## config.mk

```make
export PLATFORM = sky130hd
export DESIGN_NAME = led_arbiter
export DESIGN_NICKNAME = d
export VERILOG_FILES = /design/src/rtl/led_arbiter.sv
export SDC_FILE = /design/constraint.sdc
export NUM_CORES = 1
export LEC_CHECK = 0
export CAP_MARGIN = 20
export CORE_MARGIN = 10
export CORE_UTILIZATION = 50
export DETAILED_ROUTE_END_ITERATION = 16
export DONT_BUFFER_PORTS = 1
export PLACE_DENSITY = 0.64
export SYNTH_ARGS = -nofsm -noshare
export SYNTH_HDL_FRONTEND = slang
export SYNTH_SLANG_ARGS = --single-unit
```

## constraint.sdc

```tcl
create_clock -name clk -period 5 [get_ports clk]
set_clock_uncertainty 0.05 [all_clocks]
set_input_delay 0.5 -clock clk [delete_from_list [all_inputs] [get_ports clk]]
set_output_delay 0.5 -clock clk [all_outputs]
set_load 0.03 [all_outputs]
```

## src/rtl/led_arbiter.sv

```systemverilog
// rtl/led_arbiter.sv - fixed-priority RGB LED arbiter with minimum hold time
//
// Shares one RGB LED between three requesters. req[2] has the highest
// priority and req[0] the lowest. A new owner is protected from preemption
// by higher-priority requesters for MIN_HOLD cycles after its grant edge.
// An owner that drops its request is released at the next edge. Grant and
// LED drive are registered and update on the same edge, so the LED never
// shows a colour that belongs to a requester other than the current owner.
//
// Optional feature macro: LED_ARB_BLINK_EN
//   Defined:   while requester 2 owns the LED, its colour blinks with
//              BLINK_HALF cycles on and BLINK_HALF cycles off.
//   Undefined: every owner is shown steadily and BLINK_HALF is unused.
//
// Parameters:
//   MIN_HOLD    cycles an owner is protected after its grant (>= 1)
//   BLINK_HALF  half-period of the alert blink in cycles (>= 1)
//
// Ports:
//   clk                  system clock, rising edge
//   rst_n                synchronous active-low reset
//   req[2:0]             per-requester request, [2] highest priority
//   color0/1/2[2:0]      {red,green,blue} wanted by each requester
//   grant[2:0]           one-hot owner, 3'b000 when idle
//   red, green, blue     registered LED drive

module led_arbiter #(
    parameter int MIN_HOLD   = 2000000,
    parameter int BLINK_HALF = 6000000
) (
    input  logic       clk,
    input  logic       rst_n,
    input  logic [2:0] req,
    input  logic [2:0] color0,
    input  logic [2:0] color1,
    input  logic [2:0] color2,
    output logic [2:0] grant,
    output logic       red,
    output logic       green,
    output logic       blue
);

    localparam int HW = $clog2(MIN_HOLD) + 1;
    localparam logic [HW-1:0] HOLD_MAX = HW'(MIN_HOLD - 1);

    typedef enum logic {
        S_IDLE = 1'b0,
        S_OWN  = 1'b1
    } state_t;

    state_t        r_state;
    state_t        w_state_nxt;
    logic [2:0]    r_grant;
    logic [2:0]    w_grant_nxt;
    logic [2:0]    r_rgb;
    logic [2:0]    w_rgb_nxt;
    logic [HW-1:0] r_hold;
    logic [HW-1:0] w_hold_nxt;
    logic [2:0]    w_higher;

`ifdef LED_ARB_BLINK_EN
    localparam int BW = $clog2(BLINK_HALF) + 1;
    localparam logic [BW-1:0] BLINK_MAX = BW'(BLINK_HALF - 1);

    logic [BW-1:0] r_blink_cnt;
    logic [BW-1:0] w_blink_cnt_nxt;
    logic          r_phase;
    logic          w_phase_nxt;
`endif

    function automatic logic [2:0] f_highest(input logic [2:0] r);
        if (r[2])      return 3'b100;
        else if (r[1]) return 3'b010;
        else if (r[0]) return 3'b001;
        else           return 3'b000;
    endfunction

    function automatic logic [2:0] f_color(input logic [2:0] g,
                                           input logic [2:0] c0,
                                           input logic [2:0] c1,
                                           input logic [2:0] c2);
        case (g)
            3'b001:  return c0;
            3'b010:  return c1;
            3'b100:  return c2;
            default: return 3'b000;
        endcase
    endfunction

    // Requests strictly above the current owner; only these may preempt.
    always_comb begin
        case (r_grant)
            3'b001:  w_higher = req & 3'b110;
            3'b010:  w_higher = req & 3'b100;
            default: w_higher = 3'b000;
        endcase
    end

    always_comb begin
        w_state_nxt = r_state;
        w_grant_nxt = r_grant;
        w_hold_nxt  = r_hold;

        case (r_state)
            S_IDLE: begin
                if (|req) begin
                    w_grant_nxt = f_highest(req);
                    w_state_nxt = S_OWN;
                end
            end
            S_OWN: begin
                if ((req & r_grant) == 3'b000) begin
                    // Owner released: hand straight to the best remaining
                    // requester so there is no idle gap in between.
                    w_grant_nxt = f_highest(req);
                    w_state_nxt = (|req) ? S_OWN : S_IDLE;
                end else if ((|w_higher) && (r_hold == HOLD_MAX)) begin
                    w_grant_nxt = f_highest(w_higher);
                end
            end
            default: begin
                w_state_nxt = S_IDLE;
                w_grant_nxt = 3'b000;
            end
        endcase

        if (w_grant_nxt != r_grant)
            w_hold_nxt = '0;
        else if ((r_state == S_OWN) && (r_hold != HOLD_MAX))
            w_hold_nxt = r_hold + HW'(1);

        w_rgb_nxt = f_color(w_grant_nxt, color0, color1, color2);

`ifdef LED_ARB_BLINK_EN
        w_blink_cnt_nxt = r_blink_cnt;
        w_phase_nxt     = r_phase;
        if (w_grant_nxt[2]) begin
            if (!r_grant[2]) begin
                // Fresh grant to the alert source always starts lit.
                w_blink_cnt_nxt = '0;
                w_phase_nxt     = 1'b1;
            end else if (r_blink_cnt == BLINK_MAX) begin
                w_blink_cnt_nxt = '0;
                w_phase_nxt     = ~r_phase;
            end else begin
                w_blink_cnt_nxt = r_blink_cnt + BW'(1);
            end
            if (!w_phase_nxt)
                w_rgb_nxt = 3'b000;
        end
`endif
    end

    always_ff @(posedge clk) begin
        if (!rst_n) begin
            r_state <= S_IDLE;
            r_grant <= 3'b000;
            r_rgb   <= 3'b000;
            r_hold  <= '0;
        end else begin
            r_state <= w_state_nxt;
            r_grant <= w_grant_nxt;
            r_rgb   <= w_rgb_nxt;
            r_hold  <= w_hold_nxt;
        end
    end

`ifdef LED_ARB_BLINK_EN
    always_ff @(posedge clk) begin
        if (!rst_n) begin
            r_blink_cnt <= '0;
            r_phase     <= 1'b1;
        end else begin
            r_blink_cnt <= w_blink_cnt_nxt;
            r_phase     <= w_phase_nxt;
        end
    end
`endif

    assign grant = r_grant;
    assign red   = r_rgb[2];
    assign green = r_rgb[1];
    assign blue  = r_rgb[0];

endmodule
```

# Word level (Yosys, flattened, before mapping)
# Cells that the tools add are included.
[op_classes]
reduce_logical = 6
mux = 15
div_mod_pow = 0
n_eq_ne = 8
multipliers = 0
shift = 0
magnitude_cmp = 0
add_sub_neg = 1
bitwise = 3
[op_table]
columns = ["cell", "count"]
rows = [
  ["adder 22 x 1 -> 22 bit (second input constant)", 1],
  ["equality test 22 x 21 -> 1 bit (second input constant)", 1],
  ["!= test 22 x 21 -> 1 bit (second input constant)", 1],
  ["two-way mux 3 bit", 5],
  ["one-hot mux 3 bit (2 select lines)", 2],
  ["one-hot mux 3 bit (3 select lines)", 1],
  ["equality test 3 x 1 -> 1 bit (second input constant)", 2],
  ["equality test 3 x 2 -> 1 bit (second input constant)", 2],
  ["OR reduction 3 bit", 2],
  ["two-way mux 1 bit", 4],
  ["two-way mux 2 bit", 2],
  ["AND 3 bit", 1],
  ["equality test 3 bit (second input constant)", 1],
  ["zero test 3 bit", 1],
  ["!= test 3 bit", 1],
  ["logical AND 1 bit", 2],
  ["NOT 1 bit", 2],
  ["one-hot mux 1 bit (2 select lines)", 1],
  ["OR reduction 2 bit", 1],
]
[word_totals]
wordCells = 37
memories = 0
ram_bits = 0
mem_bits_ro = 0
inputBits = 14
latchBits = 0
regBits = 29
output_inout_bits = 6

# Depth between registers and ports, before layout
# Gate-level depths: netlist of run 1.
[logic_depth]
word_depth = 10
depth_mapped = 9
ltp_nobuf = 7

# Least setup slack after synthesis of run 1
# OpenSTA, ideal clock, no wires.
[synth_path]
kind = "register to register"
startpoint = "reg r_grant[1], in the netlist grant[1]"
endpoint = "reg r_hold[0]"
setup_ns = 0.073
path_slack_ns = 2.886
stages_incl_launch_ff = 9
synth_period_minus_slack_ns = 2.114
t_arrival_ns = 1.991
path_cell_list = "dfxtp_1 buf_2 xor2_1 nand3_1 or4_4 a21boi_2 o21ai_2 buf_6 nor3_2"
[synth_between]
elab_chain_len = 9
[synth_lines]
columns = ["element", "line", "rtl"]
rows = [
  ["from (decl)", "53", "logic [2:0] r_grant;"],
  ["from (signal assigned)", "162", "r_grant <= w_grant_nxt;"],
  ["equality test 3 x 2 -> 1 bit / equality test 3 x 1 -> 1 bit (equally long branches)", "92", "case (r_grant)"],
  ["one-hot mux 3 bit (2 select lines)", "92", ""],
  ["two-way mux 2 bit / OR reduction 3 bit (equally long branches)", "73, 117", ""],
  ["two-way mux 3 bit / logical AND 1 bit (equally long branches)", "72, 117", ""],
  ["two-way mux 3 bit", "117", "end else if ((|w_higher) && (r_hold == HOLD_MAX)) begin"],
  ["two-way mux 3 bit", "112", "if ((req & r_grant) == 3'b000) begin"],
  ["one-hot mux 3 bit (2 select lines)", "104", "case (r_state)"],
  ["!= test 3 bit (*)", "127", "if (w_grant_nxt != r_grant)"],
  ["OR reduction 2 bit (no line) (*)", "n/a", ""],
  ["to (signal assigned)", "164", "r_hold <= w_hold_nxt;"],
  ["to (decl)", "57", "logic [HW-1:0] r_hold;"],
]
# Every way passes the cells marked *; elsewhere a longest branch is shown, timed or not.
# A chain may end at the register's enable or synchronous reset.

# Worst setup path in the final report of run 1
[layout_path]
startpoint = "reg r_hold[10]"
endpoint = "reg r_hold[16]"
[layout_between]
elab_chain_len = 7
[layout_lines]
columns = ["element", "line"]
rows = [
  ["equality test 22 x 21 -> 1 bit", "117"],
  ["logical AND 1 bit", "117"],
  ["two-way mux 3 bit", "117"],
  ["two-way mux 3 bit", "112"],
  ["one-hot mux 3 bit (2 select lines)", "104"],
  ["!= test 3 bit", "127"],
  ["OR reduction 2 bit (no line)", "n/a"],
]
# Parallel ways exist; a longest one is shown, timed or not.

==> results_dict.tcl, run 1 <==
set metrics [dict create \
    yosys_warnings 0 \
    min_path_type "in -> reg" \
    cts_tree "done" \
    wl_per_cell_um 15.6 \
    gp_congestion 0.786 \
    grt_setup_unrepaired "false" \
    finalHoldViolations 0 \
    cts_resized 0 \
    coreArea_mm2 0.00336 \
    reg_to_reg_setup_timing_slack_ns 2.32 \
    worst_path_max_delay_cell "sky130_fd_sc_hd__o21ba_2" \
    tightest_slew_ns 0.717 \
    finalNonFillerCells 238 \
    syn_area_mm2 0.00175 \
    die_width_um 79.2 \
    synth_nets 208 \
    top_signal_layer_used "met4" \
    most-common-layout-cells "sky130_fd_sc_hd__dfxtp_1, sky130_fd_sc_hd__nor3_2, sky130_fd_sc_hd__nand2_1" \
    dr_wl_met2_mm 1.78 \
    grt_pass1_vias 1394 \
    seq_area_frac_synth 0.331 \
    drtIter0Drc 41 \
    startpoint_type "flop" \
    ant_nets 0 \
    fin_crit_ns 2.68 \
    final-max-slew-violation-count 0 \
    clock-sinks 29 \
    die_area_mm2 0.00627 \
    ir_worst_vdd_uv 114 \
    status "complete, no violations" \
    r2r-start "r_hold[10]" \
    required_time_of_the_critical_path_ns 5.14 \
    final_min_period_over_clock_period 0.536 \
    finalSetupViolations 0 \
    drive_gt1_frac 0.203 \
    design.final.nets 206 \
    root_buffer "sky130_fd_sc_hd__clkbuf_4" \
    synth_area_leaders "sky130_fd_sc_hd__dfxtp_1, sky130_fd_sc_hd__nor3_2, sky130_fd_sc_hd__xor2_1" \
    fraction_of_synthesis_flops_using_an_asynchronous_set_or_reset_pin 0 \
    timing.critical_path.to_type "flop" \
    cts.hold.buffers_added 0 \
    timing.max_cap.violations 0 \
    cts_post_setup_buffers_inserted 0 \
    synthDistinctLibCells 55 \
    clkSlewWorstSetupHoldPaths_ns 0.10 \
    floorplan.initialDensity 0.521 \
    yosysTopAreaCellShare 0.331 \
    synth-edff-count 0 \
    multi_input_combinational_cell_area_mm2 0.00108 \
    finish.utilization 0.545 \
    die-height_um 79.2 \
    vias 1402 \
    synth_area_leader_cell "sky130_fd_sc_hd__dfxtp_1" \
    p_per_area_mw_per_mm2 275 \
    yosys_register_bits 29 \
    clock_path_buffers 2 \
    critPathArrivalTime_ns 2.82 \
    netlist_instances 193 \
    dp_hpwl_mm 2.76 \
    met3RoutedLength_um 266 \
    cp_cell_sequence "nor4b_1, nand4_1, o31ai_1, a31oi_1, o21ba_2, nor3_1" \
    gr-usage-all-layers 0.126 \
    place.detailed.instances 230 \
    route.detailed.drc 0 \
    antenna_violations_before_repair 0 \
    clk_latency_ns 0.33 \
    maxSlewHeadroom 0.517 \
    diodes 0 \
    cts_buffers 5 \
    grt_start_max_net_pins 23 \
    htree_levels 2 \
    routed_vias_inst 5.89 \
    max_freq_mhz 373 \
    rr_endpoint "r_hold[16]" \
    flow.area_growth_from_synthesis_pct 4.71 \
    synthFlopType "sky130_fd_sc_hd__dfxtp_1" \
    worst-r2r-cell-count 6 \
    slowest_delay_ns 0.71 \
    buffer_ports.inserted 0 \
    most_common_cell_after_layout_fill_and_taps_aside "sky130_fd_sc_hd__dfxtp_1" \
    synth.avg_cell_area_um2 9.08 \
    hold_slack_ns 0.226 \
    timing.setup.tns_ns 0 \
    rows 21 \
    first_pass_detailed_route_iteration_total 4 \
    setup.worst_path.start "r_hold[10]" \
    grt_first_pass_wirelength_mm 6.42 \
    type_of_the_worst_setup_path "reg -> reg" \
    worst-path-max-fanout 22 \
    static-leakage-power_nw 0.573 \
    grt_overflow_total 0 \
    ff_latch_area_um2 581 \
    fillCellCount 344 \
    crit_path_end "r_hold[16]" \
    drt-met1-wl_mm 1.62 \
    io_pins 20 \
    routed_wl_mm 3.72 \
]
-- area by class of cell --
cell class | instances | share of cell area
inverter | 5 | 0.0102
clock buffer | 6 | 0.0280
clock inverter | 2 | 0.0205
tap | 46 | 0.0314
sequential | 29 | 0.317
timing repair buffer | 1 | 0.00409
multi-input combinational | 149 | 0.589
-- state kept, by name (all words and copies together), names as in the netlist --
name,count
r_rgb,3
r_hold,22
r_state,1
grant,3
-- worst min path at each step --
| stage | cells past startpoint | from | end | slack [ns] |
|---|---|---|---|---|
| final | 1 | rst_n | r_state | 0.23 |
| after global routing | 1 | rst_n | r_state | 0.21 |
| after CTS | 1 | rst_n | r_state | 0.22 |
| after detailed placement | 2 | r_hold[21] | r_hold[21] | 0.50 |
| after global placement | 2 | r_hold[1] | r_hold[1] | 0.48 |
| after floorplan | 2 | r_hold[1] | r_hold[1] | 0.47 |
-- layer usage --
layer	vias to the layer above	track usage
met5	-	0
met4	0	0.0484
met3	7	0.0619
met2	36	0.203
met1	654	0.141
li1	705	-
-- stage by stage --
stage | cell area (um2) | setup WS [ns] | total power [W]
after floorplan | 1750 | 2.89 | 0.000299
after global placement | 1750 | 2.51 | 0.000301
after detailed placement | 1750 | 2.42 | 0.000303
after CTS | 1830 | 2.38 | 0.000508
after global routing | 1830 | 2.17 | 0.000529
final | 1830 | 2.32 | 0.000504
-- power by group --
group           total, W  internal, W  switching (W)
registers       0.000248     0.000235      0.0000132
clock network   0.000206     0.000119      0.0000871
logic          0.0000494    0.0000171      0.0000323
total           0.000504     0.000371       0.000133
-- cells by family after synthesis --
group,Yosys count,share of synthesized area
xor gates and xnor gates,22,0.110
adders and majority gates,1,0.00714
AOI/OAI and AO/OA,29,0.136
and+or+nand+nor,92,0.335
DFF,29,0.331
muxes,5,0.0286
buffers and inverters,15,0.0514
-- synth_stat cells, types with 2 or more instances --
library cell / number
sky130_fd_sc_hd__buf_4: 2
sky130_fd_sc_hd__nor2_1: 13
sky130_fd_sc_hd__nor3_1: 6
sky130_fd_sc_hd__xor2_1: 12
sky130_fd_sc_hd__buf_2: 2
sky130_fd_sc_hd__and4_1: 3
sky130_fd_sc_hd__clkbuf_1: 2
sky130_fd_sc_hd__mux2i_1: 5
sky130_fd_sc_hd__nand3_1: 10
sky130_fd_sc_hd__buf_6: 3
sky130_fd_sc_hd__nand4_1: 5
sky130_fd_sc_hd__a31oi_1: 2
sky130_fd_sc_hd__a32o_1: 3
sky130_fd_sc_hd__o21ai_0: 3
sky130_fd_sc_hd__nor2b_1: 2
sky130_fd_sc_hd__nor3_2: 20
sky130_fd_sc_hd__dfxtp_1: 29
sky130_fd_sc_hd__nor4_1: 3
sky130_fd_sc_hd__nand2_1: 15
sky130_fd_sc_hd__nand2b_1: 3
sky130_fd_sc_hd__or3_1: 2
sky130_fd_sc_hd__xnor2_1: 10
sky130_fd_sc_hd__a21oi_1: 2
sky130_fd_sc_hd__inv_1: 5
-- worst max-delay path, delay by kind of cell (launching register included) --
family | cells | cell delay (ns)
AND/OR/NAND/NOR | 3 | 0.85
flip-flops | 1 | 0.42
AO/OA/AOI/OAI | 3 | 1.22
(Power assumes the default switching activity.)
==> inputs of run 2 (changes only) <==
clock period = 2.7 ns   (was 5 ns; I/O delays follow)
==> run 2 against run 1 <==
- die area is the same
- utilization grew 2.1 points
- sequential cell count is the same
- clock power grew 120%
- maximum frequency grew 9.3%
- worst setup slack lost 2.1 ns
- critical path depth is the same
- register-to-register slack lost 2.1 ns
- first-iteration DRC count grew 56%
- cell count grew 2.1%
- global-route usage shrank 0.31 points
- critical endpoint is now r_hold[17]
==> results_dict.tcl, run 2 (same netlist as run 1, synthesis figures left out) <==
set metrics [dict create \
    design.final.nets 211 \
    min_path_type "in -> reg" \
    cts_tree "done" \
    maxSlewHeadroom 0.659 \
    static-leakage-power_nw 0.619 \
    floorplan.initialDensity 0.521 \
    ant_nets 0 \
    largest_register_ffs 22 \
    cts.hold.buffers_added 0 \
    tightest_slew_ns 0.508 \
    rows 21 \
    clock-sinks 29 \
    cts_post_setup_buffers_inserted 0 \
    slowest_delay_ns 0.51 \
    worst-path-max-fanout 22 \
    finalHoldViolations 0 \
    max_flop_register "r_hold" \
    ir_worst_vdd_uv 311 \
    grt_start_max_net_pins 23 \
    die_area_mm2 0.00627 \
    wl_per_cell_um 15.3 \
    worst-r2r-cell-count 6 \
    critPathArrivalTime_ns 2.60 \
    grt_pass1_vias 1384 \
    io_pins 20 \
    timing.setup.tns_ns 0 \
    drtIter0Drc 64 \
    cp_cell_sequence "nor4b_1, nand4_1, o31ai_1, a31oi_1, o21ba_4, nor3_1" \
    die-height_um 79.2 \
    final-max-slew-violation-count 0 \
    grt_setup_unrepaired "false" \
    diodes 0 \
    first_pass_detailed_route_iteration_total 4 \
    clk_latency_ns 0.33 \
    route.detailed.drc 0 \
    die_width_um 79.2 \
    htree_levels 2 \
    antenna_violations_before_repair 0 \
    cts_buffers 5 \
    gp_congestion 0.808 \
    status "complete, no violations" \
    reg_to_reg_setup_timing_slack_ns 0.25 \
    fin_crit_ns 2.45 \
    total_power_w 0.00101 \
    vias 1422 \
    buffer_ports.inserted 0 \
    dp_hpwl_mm 2.78 \
    most-common-layout-cells "sky130_fd_sc_hd__dfxtp_1, sky130_fd_sc_hd__nor3_2, sky130_fd_sc_hd__nand2_1" \
    setup.worst_path.start "r_hold[10]" \
    grt_first_pass_wirelength_mm 6.40 \
    grt_overflow_total 0 \
    type_of_the_worst_setup_path "reg -> reg" \
    drive_gt1_frac 0.223 \
    clkSlewWorstSetupHoldPaths_ns 0.10 \
    crit_path_end "r_hold[17]" \
    clock_path_buffers 2 \
    worst_path_max_delay_cell "sky130_fd_sc_hd__o21ba_4" \
    r2r-start "r_hold[10]" \
    root_buffer "sky130_fd_sc_hd__clkbuf_4" \
    p_per_area_mw_per_mm2 530 \
    flow.area_growth_from_synthesis_pct 8.71 \
    routed_wl_mm 3.73 \
    gr-usage-all-layers 0.123 \
    timing.max_cap.violations 0 \
    rr_endpoint "r_hold[17]" \
    required_time_of_the_critical_path_ns 2.85 \
    finalSetupViolations 0 \
    most_common_cell_after_layout_fill_and_taps_aside "sky130_fd_sc_hd__dfxtp_1" \
    startpoint_type "flop" \
    coreArea_mm2 0.00336 \
    routed_vias_inst 5.85 \
    timing.critical_path.to_type "flop" \
    final_min_period_over_clock_period 0.908 \
    max_freq_mhz 408 \
]
## run 2: cell type report
type / instances / area [um2]
multi-input cells: 149 / 1090
clock inverters: 3 / 65.1
fillers: 322 / 1460
inverters: 5 / 18.8
well taps: 46 / 57.6
flip-flops and latches: 29 / 581
repair buffers: 6 / 57.6
clock buffers: 5 / 37.5
## run 2: how the worst min path moves through the flow
stage	depth (start not counted)	start	endpoint
detailed placement	1	color1[0]	r_rgb[0]
global route	1	rst_n	r_state
global placement	1	rst_n	r_state
CTS	1	color1[0]	r_rgb[0]
floorplan	1	req[0]	r_state
finish	1	color1[0]	r_rgb[0]
## run 2: repair_timing
action,CTS,global route
endpoints found under the hold margin,0,0
endpoints found under the setup margin,0,22
gates resized for setup,0,1
## run 2: routing by layer
metal	routed length, um	part of all wire	up-vias	GRT usage
met1	1620	0.43	666	0.146
li1	-	-	712	-
met3	259	0.070	6	0.0495
met2	1790	0.48	38	0.192
met4	57	0.015	0	0.0556
met5	0	0	-	0
## run 2: through the flow
stage	utilization	instance area, um2	hold slack, ns	setup slack (ns)	instances
after floorplan	-	1750	0.344	0.586	193
after global placement	0.534	1800	0.344	0.236	235
after detailed placement	0.534	1800	0.351	0.0697	235
after CTS	0.564	1900	0.00714	0.0272	243
after global routing	0.566	1900	0.00970	0.0280	243
final	0.566	1900	0.0151	0.249	243
## run 2: power breakdown
part / total, W / internal (W) / switching, W
clock: 0.000447 / 0.000287 / 0.000160
sequential: 0.000449 / 0.000435 / 0.0000135
combinational: 0.000113 / 0.0000410 / 0.0000722
## run 2: worst max-delay path, delay by kind of cell, from the launching register on
kind,cells,cell delay (ns)
AO/OA/AOI/OAI,3,1.05
AND/OR/NAND/NOR,3,0.80
flip-flops,1,0.42
==> inputs of run 3 (changes only) <==
CORE_ASPECT_RATIO = 1.5   (was unset)
==> run 3 against run 2 <==
- cell area did not move
- via count fell by 0.49%
- clock power fell by 12%
- worst setup slack improved by 0.13 ns
- critical endpoint is now r_hold[12]
- highest routed layer unchanged
==> results_dict.tcl, run 3 (same netlist as run 1, synthesis figures left out) <==
set metrics [dict create \
    final_min_period_over_clock_period 0.859 \
    dp_slack_ns 0.397 \
    cts_resized 0 \
    max_freq_mhz 431 \
    grt_overflow_total 0 \
    floorplan.initialDensity 0.518 \
    die_width_um 68.3 \
    sink_of_the_worst_hold_path "r_state" \
    timing.critical_path.to_type "flop" \
    routed_wl_mm 3.74 \
    grt_first_pass_wirelength_mm 6.69 \
    drive_gt1_frac 0.223 \
    clock_path_buffers 2 \
    rows 26 \
    ant_nets 0 \
    worst-r2r-cell-count 8 \
    worst-path-max-fanout 22 \
    r2r-start "r_hold[0]" \
    buffer_ports.inserted 0 \
    grt_start_max_net_pins 23 \
    die-height_um 92.5 \
    ff_latch_area_um2 581 \
    flow.area_growth_from_synthesis_pct 8.71 \
    p_per_area_mw_per_mm2 505 \
    cts.hold.buffers_added 0 \
    cp_cell_sequence "ha_1, nand2_1, or2_1, or4_4, a21boi_2, o21ai_2, buf_12, nor3_2" \
    startpoint_type "flop" \
    largest_register_ffs 22 \
    cts_post_setup_buffers_inserted 0 \
    routed_vias_inst 5.92 \
    clk_latency_ns 0.28 \
    finalHoldViolations 0 \
    grt_pass1_vias 1510 \
    worst_path_max_delay_cell "sky130_fd_sc_hd__or4_4" \
    root_buffer "sky130_fd_sc_hd__clkbuf_8" \
    most_common_cell_after_layout_fill_and_taps_aside "sky130_fd_sc_hd__dfxtp_1" \
    critPathArrivalTime_ns 2.47 \
    drtIter0Drc 44 \
    reg_to_reg_setup_timing_slack_ns 0.38 \
    final-max-slew-violation-count 0 \
    clock-sinks 29 \
    ir_worst_vdd_uv 356 \
    most-common-layout-cells "sky130_fd_sc_hd__dfxtp_1, sky130_fd_sc_hd__nor3_2, sky130_fd_sc_hd__nand2_1" \
    first_pass_detailed_route_iteration_total 6 \
    max_flop_register "r_hold" \
    io_pins 20 \
    design_area_mm2 0.00190 \
    hold-path-cell-count 1 \
    fin_crit_ns 2.32 \
    die_area_mm2 0.00632 \
    dp_hpwl_mm 2.87 \
    coreArea_mm2 0.00338 \
    design.final.nets 211 \
    gp_congestion 0.784 \
    required_time_of_the_critical_path_ns 2.85 \
    final.setup.worst_slack_ns 0.380 \
    status "complete, no violations" \
    timing.setup.tns_ns 0 \
    diodes 0 \
    vias 1415 \
    tightest_slew_ns 0.479 \
    htree_levels 2 \
    multi_input_combinational_cell_area_mm2 0.00108 \
    min_path_type "in -> reg" \
    clkSlewWorstSetupHoldPaths_ns 0.06 \
    wl_per_cell_um 15.6 \
    cts_tree "done" \
    timing.max_cap.violations 0 \
    type_of_the_worst_setup_path "reg -> reg" \
    gr-usage-all-layers 0.130 \
    maxSlewHeadroom 0.679 \
    route.detailed.drc 0 \
    slowest_delay_ns 0.55 \
    static-leakage-power_nw 0.619 \
    fillCellCount 319 \
    grt_setup_unrepaired "false" \
    finalSetupViolations 0 \
    cts_buffers 5 \
    launch_point_of_the_worst_hold_path "rst_n" \
    antenna_violations_before_repair 0 \
    rr_endpoint "r_hold[12]" \
    placement.cell_area_mm2 0.00180 \
]
## run 3: cell count changes in the layout (fill, tap and decap cells not counted)
cell	before	now
sky130_fd_sc_hd__buf_12	1	2
sky130_fd_sc_hd__o21ba_2	0	1
sky130_fd_sc_hd__o21ba_4	1	0
sky130_fd_sc_hd__buf_4	5	4
sky130_fd_sc_hd__bufinv_16	2	0
sky130_fd_sc_hd__clkbuf_8	0	7
sky130_fd_sc_hd__clkbuf_4	5	0
## run 3: worst max-delay path by stage
| stage | slack [ns] | end | depth (start not counted) | from |
|---|---|---|---|---|
| final | 0.38 | r_hold[12] | 8 | r_hold[0] |
| after CTS | 0.38 | r_hold[12] | 8 | r_hold[0] |
| after global routing | 0.18 | r_hold[17] | 8 | r_hold[0] |
| after global placement | 0.48 | r_hold[17] | 8 | r_hold[0] |
| after detailed placement | 0.40 | r_hold[12] | 8 | r_hold[0] |
| after floorplan | 0.59 | r_hold[0] | 8 | grant[1] |
## run 3: where the power goes
group | internal (W) | switching, W | total [W]
registers | 0.000436 | 0.0000168 | 0.000453
logic | 0.0000449 | 0.0000704 | 0.000115
clock network | 0.000230 | 0.000164 | 0.000394
## run 3: layer usage
layer,routed length [um],vias to the layer above,GRT usage,part of all wire
li1,-,710,-,-
met1,1480,664,0.138,0.40
met2,1990,32,0.225,0.53
met3,224,9,0.0543,0.060
met4,40,0,0.0370,0.011
met5,0,-,0,0
## run 3: area by class of cell
class	count	share of cell area
multi-input cells	149	0.568
flip-flops and latches	29	0.305
clock buffers	7	0.0506
repair buffers	6	0.0368
well taps	42	0.0276
inverters	5	0.00986
clock inverters	1	0.00263
## run 3: per-stage QoR
stage	total power, W	util	hold WS [ns]	std cells
3_5_place_dp	0.000578	0.533	0.352	231
5_1_grt	0.00100	0.563	0.0498	239
2_1_floorplan	0.000555	-	0.344	193
4_1_cts	0.000971	0.563	0.0599	239
3_3_place_gp	0.000575	0.533	0.344	231
6_report	0.000962	0.563	0.0625	239
## run 3: critical path, delay by kind of cell, from the launching register on
kind	cells	cell delay, ns
simple gates	4	1.20
flops	1	0.37
compound gates	2	0.26
fa+ha+maj	1	0.19
buf+inv	1	0.17
